[src/rtl/aes_round_sched.sv]
// aes_round_sched
// ----------------------------------------------------------------------------
// Iterative AES-128/192/256 round scheduler. It accepts one block, key and
// mode and latches them. It then drives an external single-round unit and
// round-key store: first the initial AddRoundKey, then Nr rounds, in either
// encrypt order (keys 0..Nr) or decrypt order (keys Nr..0). The finished block
// is then presented on the output handshake.
//
// Handshakes (both sides): a transfer happens on a rising clk edge where valid
// and ready are both high. in_ready is high only in IDLE. out_valid stays high,
// with out_data stable, until out_ready is sampled high. Neither valid depends
// combinationally on the matching ready.
//
// Ports (vectors use [0:N-1], bit 0 = MSB):
//   clk, rst_n        clock (rising edge), asynchronous active-low reset
//   in_valid/in_ready input handshake; in_mode 0=encrypt 1=decrypt
//   in_data, in_key   block and cipher key, sampled only on accept
//   key_out           latched key for the round-key store
//   rk_idx, rk_in     round-key index requested / key returned (zero latency)
//   rnd_state         current state to the round unit
//   rnd_mode          latched mode
//   rnd_last          final round (round unit skips (Inv)MixColumns)
//   rnd_result        round-unit output for the current state and key
//   out_valid/out_ready/out_data  result handshake
//   busy              high in every state other than IDLE
//   dbg_state         encoded FSM state (IDLE=0, KEY0=1, ROUND=2, DONE=3)
// ----------------------------------------------------------------------------
module aes_round_sched #(
  parameter int Nb = 4,
  parameter int Nk = 4,
  parameter int Nr = 10
) (
  input  logic              clk,
  input  logic              rst_n,
  input  logic              in_valid,
  output logic              in_ready,
  input  logic              in_mode,
  input  logic [0:Nb*32-1]  in_data,
  input  logic [0:Nk*32-1]  in_key,
  output logic [0:Nk*32-1]  key_out,
  output logic [3:0]        rk_idx,
  input  logic [0:Nb*32-1]  rk_in,
  output logic [0:Nb*32-1]  rnd_state,
  output logic              rnd_mode,
  output logic              rnd_last,
  input  logic [0:Nb*32-1]  rnd_result,
  output logic              out_valid,
  input  logic              out_ready,
  output logic [0:Nb*32-1]  out_data,
  output logic              busy,
  output logic [1:0]        dbg_state
);

  typedef enum logic [1:0] {
    IDLE  = 2'd0,
    KEY0  = 2'd1,
    ROUND = 2'd2,
    DONE  = 2'd3
  } fsm_t;

  localparam logic [3:0] NR4 = 4'(Nr);

  fsm_t               fsm_q;
  fsm_t               fsm_d;
  logic [0:Nb*32-1]   state_q;
  logic [0:Nk*32-1]   key_q;
  logic [3:0]         round_q;
  logic               mode_q;

  assign rnd_state = state_q;
  assign key_out   = key_q;
  assign rnd_mode  = mode_q;
  assign dbg_state = fsm_q;

  // Next state and the three decoded outputs. Everything here depends only on
  // registered state, except fsm_d, which also looks at the handshake inputs.
  always_comb begin
    fsm_d    = fsm_q;
    in_ready = 1'b0;
    rk_idx   = 4'd0;
    rnd_last = 1'b0;
    case (fsm_q)
      IDLE: begin
        in_ready = 1'b1;
        if (in_valid) fsm_d = KEY0;
      end
      KEY0: begin
        rk_idx = mode_q ? NR4 : 4'd0;
        fsm_d  = ROUND;
      end
      ROUND: begin
        // Decrypt walks the key schedule backwards.
        rk_idx   = mode_q ? (NR4 - round_q) : round_q;
        rnd_last = (round_q == NR4);
        if (round_q == NR4) fsm_d = DONE;
      end
      DONE: begin
        if (out_ready) fsm_d = IDLE;
      end
      default: fsm_d = IDLE;
    endcase
  end

  always_ff @(posedge clk or negedge rst_n) begin
    if (!rst_n) begin
      fsm_q     <= IDLE;
      state_q   <= '0;
      key_q     <= '0;
      round_q   <= 4'd0;
      mode_q    <= 1'b0;
      out_valid <= 1'b0;
      out_data  <= '0;
      busy      <= 1'b0;
    end else begin
      fsm_q     <= fsm_d;
      busy      <= (fsm_d != IDLE);
      out_valid <= (fsm_d == DONE);
      case (fsm_q)
        IDLE: begin
          if (in_valid) begin
            state_q <= in_data;
            key_q   <= in_key;
            mode_q  <= in_mode;
            round_q <= 4'd0;
          end
        end
        KEY0: begin
          state_q <= state_q ^ rk_in;
          round_q <= 4'd1;
        end
        ROUND: begin
          state_q <= rnd_result;
          // The counter stops at Nr; the final result is also copied to the
          // output register so it stays frozen while DONE waits on out_ready.
          if (round_q == NR4) begin
            out_data <= rnd_result;
          end else begin
            round_q <= round_q + 4'd1;
          end
        end
        default: begin
        end
      endcase
    end
  end

endmodule
[config.mk]
export PLATFORM = sky130hd
export DESIGN_NAME = aes_round_sched
export DESIGN_NICKNAME = d
export VERILOG_FILES = /design/src/rtl/aes_round_sched.sv
export SDC_FILE = /design/constraint.sdc
export NUM_CORES = 1
export LEC_CHECK = 0
export ABC_CLOCK_PERIOD_IN_PS = 2400
export CORE_AREA = 3 3 355 357
export CTS_BUF_LIST = sky130_fd_sc_hd__clkbuf_4
export CTS_CLUSTER_SIZE = 30
export DETAILED_ROUTE_END_ITERATION = 10
export DIE_AREA = 0 0 358 360
export PLACE_DENSITY = 0.37
export SLEW_MARGIN = 0
export SYNTH_ARGS = -nofsm -noshare
export SYNTH_HDL_FRONTEND = slang
export SYNTH_SLANG_ARGS = --single-unit
[constraint.sdc]
create_clock -name clk -period 2.4 [get_ports clk]
set_input_delay 0.6 -clock clk [delete_from_list [all_inputs] [get_ports clk]]
set_output_delay 0.6 -clock clk [all_outputs]
set_load 0.05 [all_outputs]
==> results.md, run 1 <==
- The post-synthesis share of cell area spent on and, or, nand and nor gates is 15.1%.
- The cell area that synthesis handed to floorplanning was 18,900 um2.
- The register bit count reported by yosys is 393.
- The floorplan has 129 rows.
- The total via count after detailed routing is 19,800.
- After Yosys synthesis, full adders, half adders and majority gates account for 0.396% of the synthesized area.
- The checks that failed: negative setup slack.
- The cell depth of the worst hold path is 3.
- The critical path's top delay family is compound AO/OA/AOI/OAI gates.
- Cells with a size suffix above 1 make up 34.9% of the layout.
- The count of buffers inserted at the top-level ports is 911.
- The number of nets in the layout is 3,390.
- The region available for standard cell placement spans 123,000 um2.
- The total number of clock tree sinks is 393.
- The pin count of the biggest net entering global routing is 79.
- Of the synthesized area, sequential elements account for 51.9%.
- For this block, the routed nets add up to 116 mm of wire.
- The kind of critical path is reg -> out.
- During synthesis, Yosys emitted a total of 0 warnings.
- The worst reg2reg path depth is 12.
- The number of search-and-repair iterations in the first detailed-routing pass is 5.
- Counting buffers and inverters, the worst setup path is 6 cells deep.
- A synthesized cell averages 11.6 um2.
- The number of antenna violations at the first check in global routing is 34.
- The tool flagged a number of max-cap violations equal to 0.
- Counting every instance in the synthesized netlist gives 1,633.
- The number of buffers on the longest clock path is 3.
- Power spread over the standard cell area amounts to 1360 nW/um2.
- Clock-pin slew was measured on the worst setup and hold paths at 0.05 ns.
- Walking the worst path, the cells encountered are inv_4, ha_4, and2_4, a32o_1, a32o_2, buf_12.
- The global-route wire length before repair is 162 mm.
- Counting flops with a built-in enable in the synthesized netlist gives 0.
- For this run, the top clock speed supported by timing is 321 MHz.
- The later pin in the worst-skew pair is clocked with a latency of 1.08 ns.
- The overall power consumption is 0.0478 W.
- The count of fill cells added during filler insertion is 12,900.
- The maximum single-stage delay on the critical path is 0.43 ns.
- Once placement finished, the instance area stood at 30,200 um2.
- The flow ran to the end, but the final reports show violations.
- Relative to the synthesized area, the layout overhead comes to 85.9%.
- The H-tree was split into 4 levels.
- In this run the count of I/O pins placed on the die edge is 912.
- The die footprint is 129,000 um2.
- The highest-delay cell along the critical path is sky130_fd_sc_hd__dfrtp_2.
- The HPWL after detailed placement is 82.1 mm.
- Multiplexer cells account for 7.85% of the synthesized area.
- The via count of the first global-routing pass was 22,000.
- The count of buffer and inverter cells on the critical path is 2.
- Summing the areas of all xor and xnor instances in the mapped netlist gives 0.0462% of the synthesized area.
- The number of nets handed over by synthesis was 2,156.
- Measured along the x axis, the die boundary spans 358 um.
- The type of the tightest min-delay check is in -> reg.
- The arrival time at the worst endpoint is 2.52 ns.
- The tightest slew margin relative to the limit is 47.2%.
- Setup repair after global routing could not meet its margin everywhere.
- After detailed routing, the average wire length per cell comes to 25.2 um.
- The distinct cell type count after synthesis is 40.
- The dominant register cell in the synthesized netlist is sky130_fd_sc_hd__dfrtp_1.
- The root buffer selected by CTS is sky130_fd_sc_hd__clkbuf_4.
- At the pin with the least slew margin, the transition time is 0.789 ns.
- The final period demand of the worst path is 3.12 ns.
- Global routing finished with a remaining overflow of 0.
- The combined global-route utilization of all metal layers is 17.4%.
- In the post-route analysis, the smallest setup slack over all paths is -0.717 ns.
- In this run, CTS created clock tree buffers numbering 132.
- The final clock period utilization by the worst path is 130%.
- The number of endpoints with negative hold slack in the final report is 0.
- The cell leakage power is 15.2 nW.
- The final count of negative-setup-slack endpoints is 7.
- The via-per-instance ratio is 4.29.
- The maximum fanout along the worst path is 4.
- In this run the remaining antenna-violating nets after routing total 0.
- The element type at the critical path end is an output pin.
- The area of all placed cells without fillers is 35,200 um2.
- For this configuration, the core starts out at a cell density of 15.4%.
- The post-detailed-route DRC marker count is 0.
- The worst setup path is launched from a flip-flop.
- Of all flip-flops after synthesis, the portion carrying an async set or reset was 100%.
- The critical path required time is 1.80 ns.
- Across the routed clock network, the largest skew measured is 0.0893 ns.
- The floorplan die height is 360 um.
- The detailed router's first-iteration violation count is 1,188.
- After synthesis, the largest family of logic cells by area is compound AO/OA/AOI/OAI gates.
- The count of pins over their slew limit is 0.
- The clock tree from TritonCTS is yes.
- The placer's final routability congestion estimate is 0.807.
- VDD sags by at most 0.864 mV.
- The synthesized-area fraction occupied by ao, oa, aoi and oai cells is 20.4%.
synthesized netlist by cell type, types with 3 or more instances:
cell type	count	share of area [%]
sky130_fd_sc_hd__clkbuf_1	66	1.3
sky130_fd_sc_hd__o2bb2ai_1	127	5.9
sky130_fd_sc_hd__a221oi_1	37	1.7
sky130_fd_sc_hd__mux2_2	132	7.8
sky130_fd_sc_hd__ha_1	6	0.40
sky130_fd_sc_hd__buf_4	5	0.20
sky130_fd_sc_hd__and4b_1	127	6.7
sky130_fd_sc_hd__nor2_1	4	0.079
sky130_fd_sc_hd__inv_1	8	0.16
sky130_fd_sc_hd__o211ai_1	130	5.2
sky130_fd_sc_hd__buf_2	58	1.5
sky130_fd_sc_hd__buf_6	12	0.71
sky130_fd_sc_hd__dfrtp_1	393	52
sky130_fd_sc_hd__buf_1	16	0.32
sky130_fd_sc_hd__a221oi_2	90	7.1
sky130_fd_sc_hd__nand3_1	3	0.079
sky130_fd_sc_hd__nand2_1	390	7.7
sky130_fd_sc_hd__a32o_1	3	0.16
cells in the final DEF (no fill, tap or decap), types with 4 or more instances in the layout:
master	count
sky130_fd_sc_hd__buf_6	309
sky130_fd_sc_hd__buf_4	200
sky130_fd_sc_hd__dfrtp_2	6
sky130_fd_sc_hd__ha_4	4
sky130_fd_sc_hd__mux2_2	131
sky130_fd_sc_hd__clkdlybuf4s50_1	515
sky130_fd_sc_hd__clkinv_1	12
sky130_fd_sc_hd__clkinvlp_4	5
sky130_fd_sc_hd__a221oi_2	90
sky130_fd_sc_hd__and4b_1	127
sky130_fd_sc_hd__nand2_1	387
sky130_fd_sc_hd__diode_2	24
sky130_fd_sc_hd__buf_8	9
sky130_fd_sc_hd__clkbuf_4	193
sky130_fd_sc_hd__dfrtp_1	387
sky130_fd_sc_hd__o2bb2ai_1	127
sky130_fd_sc_hd__o211ai_1	130
sky130_fd_sc_hd__a221oi_1	37
sky130_fd_sc_hd__buf_12	49
sky130_fd_sc_hd__dlygate4sd3_1	170
final cells by class:
type,count,area (um2),share of cell area [%]
diodes,24,60.1,0.171
well taps,1637,2050,5.82
multi-input cells,1074,8440,24.0
clock buffers,193,1450,4.12
inverters,9,65.1,0.185
flip-flops and latches,393,9840,28.0
clock inverters,24,198,0.562
repair buffers,1257,13100,37.2
where the power goes:
| part | internal (W) | switching [W] | total (W) |
|---|---|---|---|
| clock | 0.00396 | 0.00346 | 0.00742 |
| combinational | 0.0113 | 0.0179 | 0.0292 |
| sequential | 0.00916 | 0.00201 | 0.0112 |
| total | 0.0245 | 0.0233 | 0.0478 |
sequential cells by signal, indices dropped and copies added, names as in the netlist:
| signal | count |
|---|---|
| key_out | 128 |
| out_data | 128 |
| rnd_state | 128 |
| round_q | 4 |
| dbg_state | 2 |
| busy | 1 |
| out_valid | 1 |
| rnd_mode | 1 |
kinds of logic after synthesis:
| group | after synthesis |
|---|---|
| buffers and inverters | 166 |
| adder cells (fa/ha/maj) | 6 |
| AO/OA/AOI/OAI | 397 |
| multiplexers | 132 |
| AND/OR/NAND/NOR | 538 |
| XOR/XNOR | 1 |
| flip-flops | 393 |
per-layer routing:
metal	part of all wire (%)	vias to the layer above	GRT usage (%)
met5	0.071	-	0
met4	3.4	10	7.44
li1	-	8737	-
met1	38	9948	19.4
met3	8.0	221	5.86
met2	51	863	29.9
stage by stage:
step | util [%] | worst slack [ns] | TNS [ns] | hold slack, ns | std cells
2_1_floorplan | - | -0.102 | -0.170 | 0.304 | 1633
3_3_place_gp | 24.5 | 0.0848 | 0 | 0.459 | 4079
3_5_place_dp | 24.5 | 0.0652 | 0 | 0.461 | 4079
4_1_cts | 28.4 | -0.867 | -50.11 | 0.000194 | 4583
5_1_grt | 28.5 | -0.923 | -8.43 | 0.0138 | 4610
6_report | 28.5 | -0.717 | -2.77 | 0.201 | 4611
timing repair:
action                                  4_1_cts  5_1_grt
hold buffers                                170        0
gates cloned                                  2        2
pin swaps                                     9        6
endpoints found under the hold margin       561        0
setup buffers                               115       20
endpoints found under the setup margin      393      232
gates resized for setup                    2345       13
worst paths after layout:
kind	from	end	slack, ns
worst max-delay path	dbg_state[0]	rk_idx[3]	-0.72
worst min-delay path	rnd_result[68]	out_data[68]	0.20
worst max register to register	dbg_state[0]	out_valid	0.12
worst min register to register	out_data[76]	out_data[76]	0.48
max in group asynchronous	rst_n	out_data[50]	0.93
min in group asynchronous	rst_n	key_out[13]	0.23
worst min-delay path, cell delays in order:
cell                              delay, ns
sky130_fd_sc_hd__clkdlybuf4s50_1       0.44
sky130_fd_sc_hd__nand2_1               0.07
sky130_fd_sc_hd__nand2_1               0.05
Note: power is estimated with default switching activity, not from simulation.
==> run 2: changes to the inputs <==
- REMOVE_ABC_BUFFERS: not set -> 1
==> run 2 against run 1 <==
Net effect: the run still ends with negative setup slack left; via count up 2.7%; final cell count increased by 4.2%; clock skew shrank 0.026 ns; largest power group unchanged.
==> results.md, run 2 (synthesized netlist as in run 1, its figures left out) <==
- The HPWL after detailed placement is 79.1 mm (-3.6%).
- The pin count of the biggest net entering global routing is 73 (-7.6%).
- The kind of critical path is reg -> out.
- The die footprint is 129,000 um2 (unchanged).
- The portion of total power attributed to the clock network is 15.5% (about the same).
- The number of nets in the layout was 3,574 (+5.4%).
- The instance area at placement is 30,500 um2 (+1.1%).
- The proportion of power drawn by flip-flops and latches was 22.9% (-0.5 points).
- The count of buffer and inverter cells on the critical path is 2 (unchanged).
- The critical path's top delay family is compound AO/OA/AOI/OAI gates.
- The net switching share of the total power was 47.8% (-0.99 points).
- The tightest slew margin relative to the limit is 59.6% (+12 points).
- The via count of the first global-routing pass is 21,900 (-0.37%).
- The sum of negative setup slack was -3.05 ns (-0.286 ns).
- The number of rows in the core area is 129 (unchanged).
- The final reports fail on negative setup slack.
- The cell-internal power is 0.0258 W (+5.3%).
- The least setup slack across all paths after layout is -0.701 ns (+0.0165 ns).
- The number of levels the H-tree was split into is 4 (unchanged).
- The placer's final routability congestion estimate came to 0.857 (+6.2%).
- The power per unit of standard cell area is 1340 nW/um2 (-1.6%).
- In the layout the commonest cells are sky130_fd_sc_hd__clkdlybuf4s50_1, sky130_fd_sc_hd__buf_6, sky130_fd_sc_hd__nand2_1, sky130_fd_sc_hd__dfrtp_1, sky130_fd_sc_hd__buf_4.
- The logic gate share of total power is 61.7% (+0.6 points).
- The arrival time at the worst endpoint came to 2.50 ns (-0.02 ns).
- Traced cell by cell, the critical path runs through inv_2, ha_4, and2_4, a32o_1, a32o_2, buf_12.
- The number of max-cap violations came to 0 (unchanged).
- The post-CTS clock slew at the launch and capture registers of the worst setup and hold paths was 0.06 ns (about the same).
- The net switching component of the power came to 0.0236 W (+1.2%).
- The worst setup path is captured at an output pin.
- The overall power consumption was 0.0494 W (+3.3%).
- The number of endpoints with negative hold slack in the final report came to 0 (unchanged).
- The cell leakage power came to 16.2 nW (+6.2%).
- The total via count after detailed routing was 20,300 (+2.7%).
- The final period demand of the worst path came to 3.10 ns (-0.0165 ns).
- The maximum single-stage delay on the critical path is 0.39 ns (-0.04 ns).
- The combined global-route utilization of all metal layers came to 16.9% (-0.50 points).
- The area of all placed cells without fillers is 37,000 um2 (+5.0%).
- The total wire length came to 112 mm (-3.4%).
- The peak supply drop is 0.706 mV (-18%).
- The effective utilization at floorplan came to 15.4% (unchanged).
- The count of pins over their slew limit was 0 (unchanged).
- The maximum fanout along the worst path is 4 (unchanged).
- The final count of negative-setup-slack endpoints is 7 (unchanged).
- The clock skew is 0.0632 ns (-0.0261 ns).
- The top-level I/O count is 912 (unchanged).
- Setup repair after global routing could not meet its margin everywhere.
- Leaving out fill and tap cells, the most frequent cell in the layout is sky130_fd_sc_hd__clkdlybuf4s50_1.
- The flow ran to the end, but the final reports show violations.
- The synthesis-to-layout area growth is 95.1%.
- The detailed router's first-iteration violation count is 1,014 (-15%).
- The root buffer selected by CTS is sky130_fd_sc_hd__clkbuf_4.
- The share of cells above drive strength 1 is 36.9% (+2.0 points).
- The residual overflow from global routing was 0 (unchanged).
- The pre-CTS setup slack is 0.138 ns (+0.0728 ns).
- The measured slew at the worst slew-check pin is 0.605 ns (-0.184 ns).
- The floorplan die height is 360 um (unchanged).
- The latest clock arrival within the worst-skew pair was 1.08 ns (about the same).
- The core outline area was 123,000 um2 (unchanged).
- The antenna violation net count after detailed routing came to 0 (unchanged).
- The number of search-and-repair iterations in the first detailed-routing pass is 5 (unchanged).
- The highest clock frequency the design can meet is 322 MHz (+0.53%).
- The type of the tightest min-delay check is in -> reg.
- The total number of clock tree sinks is 393 (unchanged).
- The CTS buffer count is 134 (+1.5%).
- The via-per-instance ratio came to 4.23 (-1.4%).
- The die outline width is 358 um (unchanged).
- The post-detailed-route DRC marker count is 0 (unchanged).
- The global-route wire length before repair is 159 mm (-2.4%).
- The final clock period utilization by the worst path is 129% (-0.69 points).
- The largest individual stage delay along the critical path comes from the cell sky130_fd_sc_hd__dfrtp_1.
- The critical path required time is 1.80 ns (about the same).
- TritonCTS built the clock tree.
- The number of buffers on the longest clock path is 3 (unchanged).
- The number of antenna violations at the first check in global routing was 23 (-32%).
- The launching element type of the critical path is a flip-flop.
- The count of buffers inserted at the top-level ports is 911 (unchanged).
- The detailed-route wire length per cell came to 23.3 um (-7.2%).
## run 2: cell types whose count changed in the layout (fill, tap and decap cells not counted), moves of 4 or more
cell                            before  now
sky130_fd_sc_hd__inv_2               3    7
sky130_fd_sc_hd__buf_6             309  389
sky130_fd_sc_hd__buf_12             49   45
sky130_fd_sc_hd__clkbuf_4          193  201
sky130_fd_sc_hd__buf_4             200  245
sky130_fd_sc_hd__clkinv_1           12   17
sky130_fd_sc_hd__dfrtp_1           387  381
sky130_fd_sc_hd__dfrtp_2             6   12
sky130_fd_sc_hd__dlygate4sd3_1     170  237
## run 2: power groups by stage
stage / Clock, W / Sequential [W] / Combinational [W]
2_1_floorplan: 0 / 0.0191 / 0.00665
3_3_place_gp: 0 / 0.0109 / 0.0270
3_5_place_dp: 0 / 0.0110 / 0.0271
4_1_cts: 0.00813 / 0.0113 / 0.0302
5_1_grt: 0.00854 / 0.0115 / 0.0318
6_report: 0.00764 / 0.0113 / 0.0304
## run 2: worst register-to-register path: stages (launching register included)
cell and delay [ns]:
sky130_fd_sc_hd__dfrtp_1 0.40, sky130_fd_sc_hd__buf_6 0.13, sky130_fd_sc_hd__ha_4 0.16, sky130_fd_sc_hd__buf_6 0.11, sky130_fd_sc_hd__buf_8 0.12, sky130_fd_sc_hd__nand4b_1 0.11, sky130_fd_sc_hd__bufinv_8 0.21, sky130_fd_sc_hd__buf_4 0.13
sky130_fd_sc_hd__buf_4 0.18, sky130_fd_sc_hd__nor3_2 0.25, sky130_fd_sc_hd__mux2_2 0.38
## run 2: timing repair
| action | CTS | global route |
|---|---|---|
| buffers inserted | 139 | 62 |
| hold endpoints to repair | 626 | 0 |
| hold buffers | 238 | 0 |
| gates resized for setup | 2580 | 10 |
| pin swaps | 10 | 5 |
| cloned | 1 | 0 |
| endpoints found under the setup margin | 395 | 352 |
## run 2: final timing paths
check,slack (ns),cells past startpoint,to,start
max,-0.70,6,rk_idx[3],dbg_state[0]
min,0.21,3,out_data[108],rnd_result[108]
min in group asynchronous,0.22,3,rnd_state[57],rst_n
min reg2reg,0.49,2,out_data[23],out_data[23]
max reg2reg,0.16,10,round_q[1],dbg_state[1]
max in group asynchronous,1.54,4,rnd_mode,rst_n
## run 2: stage by stage
step / hold WS, ns / cells / util, %
after global routing: -0.00273 / 4802 / 30.0
after detailed placement: 0.462 / 4114 / 24.7
final: 0.212 / 4804 / 30.0
after global placement: 0.457 / 4114 / 24.7
after floorplan: 0.304 / 1476 / -
after CTS: 0.000201 / 4722 / 29.5
## run 2: area by class of cell
type | count | area [um2]
antenna | 22 | 55.1
clock buffer | 201 | 1510
clock inverter | 29 | 210
fill | 12800 | 86400
inverter | 9 | 55.1
multi-input combinational | 1074 | 8430
sequential | 393 | 9850
tap | 1637 | 2050
timing repair buffer | 1439 | 14800
## run 2: layer usage
metal / global-route usage, % / share of wire, % / vias up
met5: 0 / 0.037 / -
met4: 7.06 / 3.4 / 6
met3: 5.47 / 7.5 / 197
met2: 28.7 / 50 / 851
met1: 19.3 / 39 / 10100
li1: - / - / 9118
